--- src/rtl/exec_alu_unit.sv ---
// exec_alu_unit: execute-stage ALU with valid/ready handshakes on both sides.
// Define EXEC_ALU_FAST_SHIFT_EN to use a single-cycle barrel shifter.
module exec_alu_unit #(
    parameter int WIDTH = 32,
    parameter int SHW   = $clog2(WIDTH)
) (
    input  logic             clk,
    input  logic             rst,
    input  logic             in_valid,
    output logic             in_ready,
    input  logic [3:0]       ALUControl,
    input  logic [WIDTH-1:0] op_a,
    input  logic [WIDTH-1:0] op_b,
    output logic             out_valid,
    input  logic             out_ready,
    output logic [WIDTH-1:0] result,
    output logic             zero,
    output logic             illegal_op
);

    localparam logic [3:0] OP_ADD = 4'b0000;
    localparam logic [3:0] OP_SUB = 4'b0001;
    localparam logic [3:0] OP_AND = 4'b0010;
    localparam logic [3:0] OP_OR  = 4'b0011;
    localparam logic [3:0] OP_SLL = 4'b0100;
    localparam logic [3:0] OP_SLT = 4'b0101;
    localparam logic [3:0] OP_SRL = 4'b0110;
    localparam logic [3:0] OP_SRA = 4'b0111;
    localparam logic [3:0] OP_BGE = 4'b1000;
    localparam logic [3:0] OP_XOR = 4'b1001;

`ifdef EXEC_ALU_FAST_SHIFT_EN
    typedef enum logic [1:0] {
        S_IDLE = 2'd0,
        S_DONE = 2'd2
    } state_t;
`else
    typedef enum logic [1:0] {
        S_IDLE  = 2'd0,
        S_SHIFT = 2'd1,
        S_DONE  = 2'd2
    } state_t;
`endif

    state_t           state_q;
    logic             out_valid_q;
    logic [WIDTH-1:0] result_q;
    logic             zero_q;
    logic             illegal_q;

    logic [SHW-1:0]   amt;
    logic [WIDTH-1:0] res_d;
    logic             ill_d;

    assign amt        = op_b[SHW-1:0];
    assign in_ready   = (state_q == S_IDLE);
    assign out_valid  = out_valid_q;
    assign result     = result_q;
    assign zero       = zero_q;
    assign illegal_op = illegal_q;

`ifndef EXEC_ALU_FAST_SHIFT_EN
    logic [WIDTH-1:0] sh_q;
    logic [SHW-1:0]   cnt_q;
    logic [1:0]       kind_q;
    logic [WIDTH-1:0] sh_step;
    logic             is_shift;

    assign is_shift = (ALUControl == OP_SLL) ||
                      (ALUControl == OP_SRL) ||
                      (ALUControl == OP_SRA);

    // One-bit shift of the working register; kind is ALUControl[1:0].
    always_comb begin
        sh_step = sh_q;
        case (kind_q)
            2'b00:   sh_step = {sh_q[WIDTH-2:0], 1'b0};
            2'b10:   sh_step = {1'b0, sh_q[WIDTH-1:1]};
            default: sh_step = {sh_q[WIDTH-1], sh_q[WIDTH-1:1]};
        endcase
    end
`endif

    // Single-cycle result; iterative shifts only use this for amount 0.
    always_comb begin
        res_d = '0;
        ill_d = 1'b0;
        case (ALUControl)
            OP_ADD: res_d = op_a + op_b;
            OP_SUB: res_d = op_a - op_b;
            OP_AND: res_d = op_a & op_b;
            OP_OR:  res_d = op_a | op_b;
            OP_XOR: res_d = op_a ^ op_b;
            OP_SLT: res_d = {{(WIDTH-1){1'b0}},
                             ($signed(op_a) < $signed(op_b))};
            OP_BGE: res_d = {{(WIDTH-1){1'b0}},
                             ($signed(op_a) >= $signed(op_b))};
`ifdef EXEC_ALU_FAST_SHIFT_EN
            OP_SLL: res_d = op_a << amt;
            OP_SRL: res_d = op_a >> amt;
            OP_SRA: res_d = WIDTH'($signed(op_a) >>> amt);
`else
            OP_SLL: res_d = op_a;
            OP_SRL: res_d = op_a;
            OP_SRA: res_d = op_a;
`endif
            default: begin
                res_d = '0;
                ill_d = 1'b1;
            end
        endcase
    end

    // Control FSM with registered result, flags and handshake.
    always_ff @(posedge clk or posedge rst) begin
        if (rst) begin
            state_q     <= S_IDLE;
            out_valid_q <= 1'b0;
            result_q    <= '0;
            zero_q      <= 1'b0;
            illegal_q   <= 1'b0;
`ifndef EXEC_ALU_FAST_SHIFT_EN
            sh_q        <= '0;
            cnt_q       <= '0;
            kind_q      <= 2'b00;
`endif
        end else begin
            unique case (state_q)
                S_IDLE: begin
                    if (in_valid) begin
`ifndef EXEC_ALU_FAST_SHIFT_EN
                        if (is_shift && (amt != '0)) begin
                            sh_q    <= op_a;
                            cnt_q   <= amt;
                            kind_q  <= ALUControl[1:0];
                            state_q <= S_SHIFT;
                        end else
`endif
                        begin
                            result_q    <= res_d;
                            zero_q      <= (res_d == '0);
                            illegal_q   <= ill_d;
                            out_valid_q <= 1'b1;
                            state_q     <= S_DONE;
                        end
                    end
                end
`ifndef EXEC_ALU_FAST_SHIFT_EN
                S_SHIFT: begin
                    sh_q  <= sh_step;
                    cnt_q <= cnt_q - SHW'(1);
                    if (cnt_q == SHW'(1)) begin
                        result_q    <= sh_step;
                        zero_q      <= (sh_step == '0);
                        illegal_q   <= 1'b0;
                        out_valid_q <= 1'b1;
                        state_q     <= S_DONE;
                    end
                end
`endif
                S_DONE: begin
                    if (out_ready) begin
                        out_valid_q <= 1'b0;
                        state_q     <= S_IDLE;
                    end
                end
                default: state_q <= S_IDLE;
            endcase
        end
    end

endmodule

--- config.mk ---
export PLATFORM = sky130hd
export DESIGN_NAME = exec_alu_unit
export DESIGN_NICKNAME = d
export VERILOG_FILES = /design/src/rtl/exec_alu_unit.sv
export SDC_FILE = /design/constraint.sdc
export NUM_CORES = 1
export LEC_CHECK = 0
export CAP_MARGIN = 25
export CELL_PAD_IN_SITES_DETAIL_PLACEMENT = 0
export CELL_PAD_IN_SITES_GLOBAL_PLACEMENT = 1
export CORE_MARGIN = 10
export CORE_UTILIZATION = 43
export CTS_CLUSTER_DIAMETER = 150
export DETAILED_ROUTE_END_ITERATION = 7
export GPL_TIMING_DRIVEN = 1
export PLACE_DENSITY = 0.81
export SLEW_MARGIN = 20
export SYNTH_ARGS = -nofsm -noshare
export SYNTH_HDL_FRONTEND = slang
export SYNTH_SLANG_ARGS = --single-unit
--- constraint.sdc ---
create_clock -name clk -period 2.91 [get_ports clk]
set_clock_uncertainty 0.2 [all_clocks]
set_input_delay 0.582 -clock clk [delete_from_list [all_inputs] [get_ports clk]]
set_output_delay 0.582 -clock clk [all_outputs]
set_load 0.01 [all_outputs]
# Yosys cells after proc, flatten, opt, wreduce, memory -nomap -nowiden
# Cells that the tools add are included.
dict set report totals {
  reg_bits 76
  in_bits 72
  elab_cells 83
}
dict set report classes {
  order_cmp 2
  n_reduce_logical 18
  n_addsub 3
  n_mux 31
  eq_ne 18
  n_bitwise 3
}
# cell n
set ops {}
lappend ops {{32-bit one-hot mux with 8 select lines} 1}
lappend ops {{32-bit one-hot mux with 2 select lines} 3}
lappend ops {{32-bit 2-to-1 mux} 5}
lappend ops {{32-bit logical NOT} 2}
lappend ops {{32-bit adder} 1}
lappend ops {{32-bit bitwise AND} 1}
lappend ops {{32-bit >= comparator} 1}
lappend ops {{32-bit less-than comparator} 1}
lappend ops {{32-bit OR} 1}
lappend ops {{32-bit subtractor} 1}
lappend ops {{32-bit bitwise XOR} 1}
lappend ops {{4-bit by 3-bit equality test with 1-bit output (second input constant)} 4}
lappend ops {{1-bit 2-to-1 mux} 11}
lappend ops {{5-bit 2-to-1 mux} 2}
lappend ops {{5-bit one-hot mux with 2 select lines} 1}
lappend ops {{10-bit OR reduction} 1}
lappend ops {{3-bit AND reduction} 3}
lappend ops {{4-bit by 2-bit equality test with 1-bit output (second input constant)} 2}
lappend ops {{4-bit equality test (second input constant)} 2}
lappend ops {{2-bit 2-to-1 mux} 4}
lappend ops {{2-bit inequality test (second input constant)} 4}
lappend ops {{2-bit one-hot mux with 3 select lines} 1}
lappend ops {{5-bit by 1-bit equality test with 1-bit output (second input constant)} 1}
lappend ops {{5-bit AND reduction} 1}
lappend ops {{16 further kinds} 20}

# Longest topological paths before layout
dict set report depth {
  ltp_word 7
  depth_mapped 16
  ltp_nobuf 16
}

# Worst setup path after synthesis
# Ideal clock, no wire load.
dict set report synth_timing {
  kind {input-to-reg}
  start {in op_a[0]}
  end {reg zero_q, in the netlist zero}
  arrival_time_ps 3450
  cell_stages 16
  n_path_buf 0
  setup_ps 92
  slack_ps -832
  t_required_ps 2618
  path_cell_list {inv_1 > ha_1 > inv_1 > fa_1 > nor3b_1 > o31ai_2 > a21oi_1 > nor4_2 > o211ai_1 > a21oi_1 > o21ai_1 > a2111oi_2 > nand4_1 > nor4_1 > nand4_1 > o31ai_2}
}
dict set report synth_between {
  elab_chain_len 6
}
# item line
set synth_rtl {}
lappend synth_rtl {{start, declared} 12} ;# input logic [WIDTH-1:0] op_a,
lappend synth_rtl {{32-bit subtractor (tied with other cells)} 90} ;# OP_SUB: res_d = op_a - op_b;
lappend synth_rtl {{32-bit one-hot mux with 8 select lines *} 88} ;# case (ALUControl)
lappend synth_rtl {{32-bit logical NOT *} 141} ;# zero_q <= (res_d == '0);
lappend synth_rtl {{1-bit 2-to-1 mux *} 132} ;# if (is_shift && (amt != '0)) begin
lappend synth_rtl {{1-bit 2-to-1 mux *} 130} ;# if (in_valid) begin
lappend synth_rtl {{1-bit one-hot mux with 2 select lines *} 128} ;# unique case (state_q)
lappend synth_rtl {{end signal, assigned} 141}
lappend synth_rtl {{end signal, assigned} 154} ;# zero_q <= (sh_step == '0);
lappend synth_rtl {{end, declared} 48} ;# logic zero_q;
# Mark *: on every way between the ends. The rest lies on a longest branch, timed or not. The select of a mux whose other input is x is not followed.
# A chain may end at the register's enable or synchronous reset.

# Worst setup path in the final report
# Same ends and word-level chain as after synthesis.

==> results_dict.tcl <==
set metrics [dict create \
    grt_use_met2_pct 47.4 \
    min_from "result[31]" \
    n_antenna_cell 0 \
    crit_start "op_a[0]" \
    fin_nets 2025 \
    grt_pass1_wl_mm 72.6 \
    synth_warnings 0 \
    synth_compound_gate_area_share_pct 33.4 \
    dp_hpwl_mm 35.9 \
    dieHeight_um 169 \
    yosys.area_share.xor_xnor_pct 1.35 \
    hold_class "flip-flop to flip-flop" \
    finalSetupTns_ns -14.46 \
    synth_top_family_by_area "compound AO/OA/AOI/OAI gates" \
    crit_arrival_ns 4.00 \
    grt_max_degree 77 \
    synth_ff_type "dfrtp_1" \
    hold_viol_final 0 \
    period_minus_slack_ns 3.94 \
    path_class "input port to flip-flop" \
    layout_common_cells "buf_4 (446), nand2_1 (147), a21oi_1 (86), nor2_1 (80), dfrtp_1 (76)" \
    muxShareOfSynthArea_pct 2.24 \
    place_area_sq_um 14400 \
    max_cap_violations 0 \
    crit_path_max_fanout 4 \
    cts_buffers 9 \
    final_util_pct 77.4 \
    p_leak_uw 0.00770 \
    synth-simple-area-share_pct 21.2 \
    grt_use_met1_pct 44.0 \
    clkTransAtPathRegs_ns 0.06 \
    firstDrtPassIters 6 \
    worstSkewPairLatency_ns 0.34 \
    vias_per_cell 6.03 \
    grt_antenna_before_repair 0 \
    ir_drop_mv 0.374 \
    overflow 0 \
    fmax_ghz 0.253 \
    relSlewSlack_pct 57.8 \
    io_pins 108 \
    fin_ws_ns -1.03 \
    rsz0062_at_grt "true" \
    finalCritPeriodShare_pct 136 \
    final_cells 2131 \
    cts-root-buf "clkbuf_16" \
    post_drt_wl_per_cell_um 22.3 \
    gp_congestion 1.00 \
    stdcell_area_sq_um 17000 \
    grt_usage_pct 31.5 \
    setup_viol 27 \
    maxSlewViolCount 0 \
    finalPower_uw 8300 \
    synth_edf_count 0 \
    portBuffers 107 \
    worst_pin_slew_ns 0.633 \
    ys_async_sr_fraction_pct 100 \
    tritoncts "built" \
    synthesis.instances 1293 \
    cts_buffer_depth 2 \
    core_area_sq_um 21900 \
    num_vias 12900 \
    synth_nets 1472 \
    layout_commonest_cell "buf_4" \
    grt_use_met3_pct 7.53 \
    rows 54 \
    cp.required_ns 2.96 \
    clock-sinks 76 \
    die_area_sq_um 28700 \
    grt_pass1_vias 12600 \
    powerDensity_nw_per_um2 490 \
    wirelength_mm 47.4 \
    final_antenna_net_count 0 \
    endpoint_kind "flip-flop" \
    status "finished with violations" \
    die_width_um 169 \
    synth-adder-area-share_pct 14.1 \
    htreeDepth 3 \
    numPlacedInstances 2031 \
    violations "setup timing" \
    synth-seq-cells 76 \
    hold_path_depth 2 \
    drtIter0Drc 1662 \
    syn2layout_area_growth_pct 76.5 \
    start_kind "input port" \
    grt_busiest_layer "met2" \
    yosysUniqueCellTypes 90 \
    netlist_area_sq_um 9600 \
    start_util_pct 43.9 \
    yosysSeqAreaShare_pct 19.8 \
    rr_worst_depth 14 \
    worstReg2RegStart "cnt_q[1]" \
    route.detailed.drc 0 \
    syn_area_per_cell_sq_um 7.43 \
    hold_buffers 0 \
    drive_gt1_share_pct 46.7 \
]
critical path, cell delays in order:
cell and delay (ns):
buf_6 0.10, buf_6 0.12, inv_12 0.05, ha_4 0.13, inv_2 0.03, fa_2 0.34, nor3b_4 0.17, o31ai_4 0.24
buf_4 0.18, a21oi_4 0.08, buf_6 0.13, o31ai_4 0.19, buf_4 0.15, a21oi_2 0.05, o21ai_1 0.12, o21ai_1 0.09
a221oi_2 0.41, nand3_1 0.17, nor4_2 0.26, buf_4 0.14, nand4_1 0.08, o31ai_2 0.18
layout make-up:
cell class | instances | area, sq um
clock buffers | 11 | 243
repair buffers | 625 | 5270
fillers | 1616 | 4940
well taps | 280 | 350
multi-input cells | 1030 | 8700
flip-flops and latches | 76 | 1900
clock inverters | 5 | 61.3
inverters | 104 | 434
worst paths after layout:
kind | end | slack [ns]
worst min-delay path | result[31] | 0.28
max in group asynchronous | sh_q[13] | 1.71
worst max register to register | zero | 0.01
min in group asynchronous | result[28] | 0.46
worst max-delay path | zero | -1.03
worst min register to register | result[31] | 0.28
flip-flops by register name, summed over array words and instances, names as in the netlist:
name and flops:
result 32, sh_q 32, cnt_q 5, kind_q 2, state_q 2, illegal_op 1
out_valid 1, zero 1
cell usage after synthesis (19+ instances only):
library cell,n,area share [%]
ha_1,105,14
inv_1,101,3.9
o21ai_0,81,4.2
a221o_1,23,2.4
nor2_1,107,4.2
nor3_1,33,1.7
nand3_1,30,1.6
nand2_1,149,5.8
clkbuf_1,53,2.1
a21oi_1,121,6.3
o31ai_1,19,1.5
dfrtp_1,76,20
cell families (layout without fill, tap and decap cells):
logic type               Yosys count  in the layout
buffers and inverters            187            745
XOR/XNOR                          14             14
AND/OR/NAND/NOR                  430            430
flip-flops                        76             76
multiplexers                      21             21
AO/OA/AOI/OAI                    458            458
adder cells (fa/ha/maj)          107            107
routing by layer:
metal,vias up,wire [um]
met5,-,0
met4,0,1370
met3,109,5360
met2,773,20500
met1,6105,20200
li1,5865,-
power breakdown:
group / internal (uW) / switching, uW
logic: 2540 / 2690
registers: 1520 / 424
clock network: 689 / 444
repair_timing:
item | 4_1_cts | 5_1_grt
buffers inserted | 74 | 31
hold endpoints to repair | 0 | 0
gates cloned | 2 | 0
pin swaps | 113 | 106
endpoints found under the setup margin | 36 | 34
gates resized for setup | 424 | 122
through the flow:
stage                     setup WS, ns  hold WS [ns]
after global placement           -1.88         0.260
after global routing             -1.17         0.312
after detailed placement         -1.85         0.270
after CTS                        -1.08         0.283
after floorplan                 -0.520         0.261
final                            -1.03         0.284
Note: power is estimated with default switching activity, not from simulation.
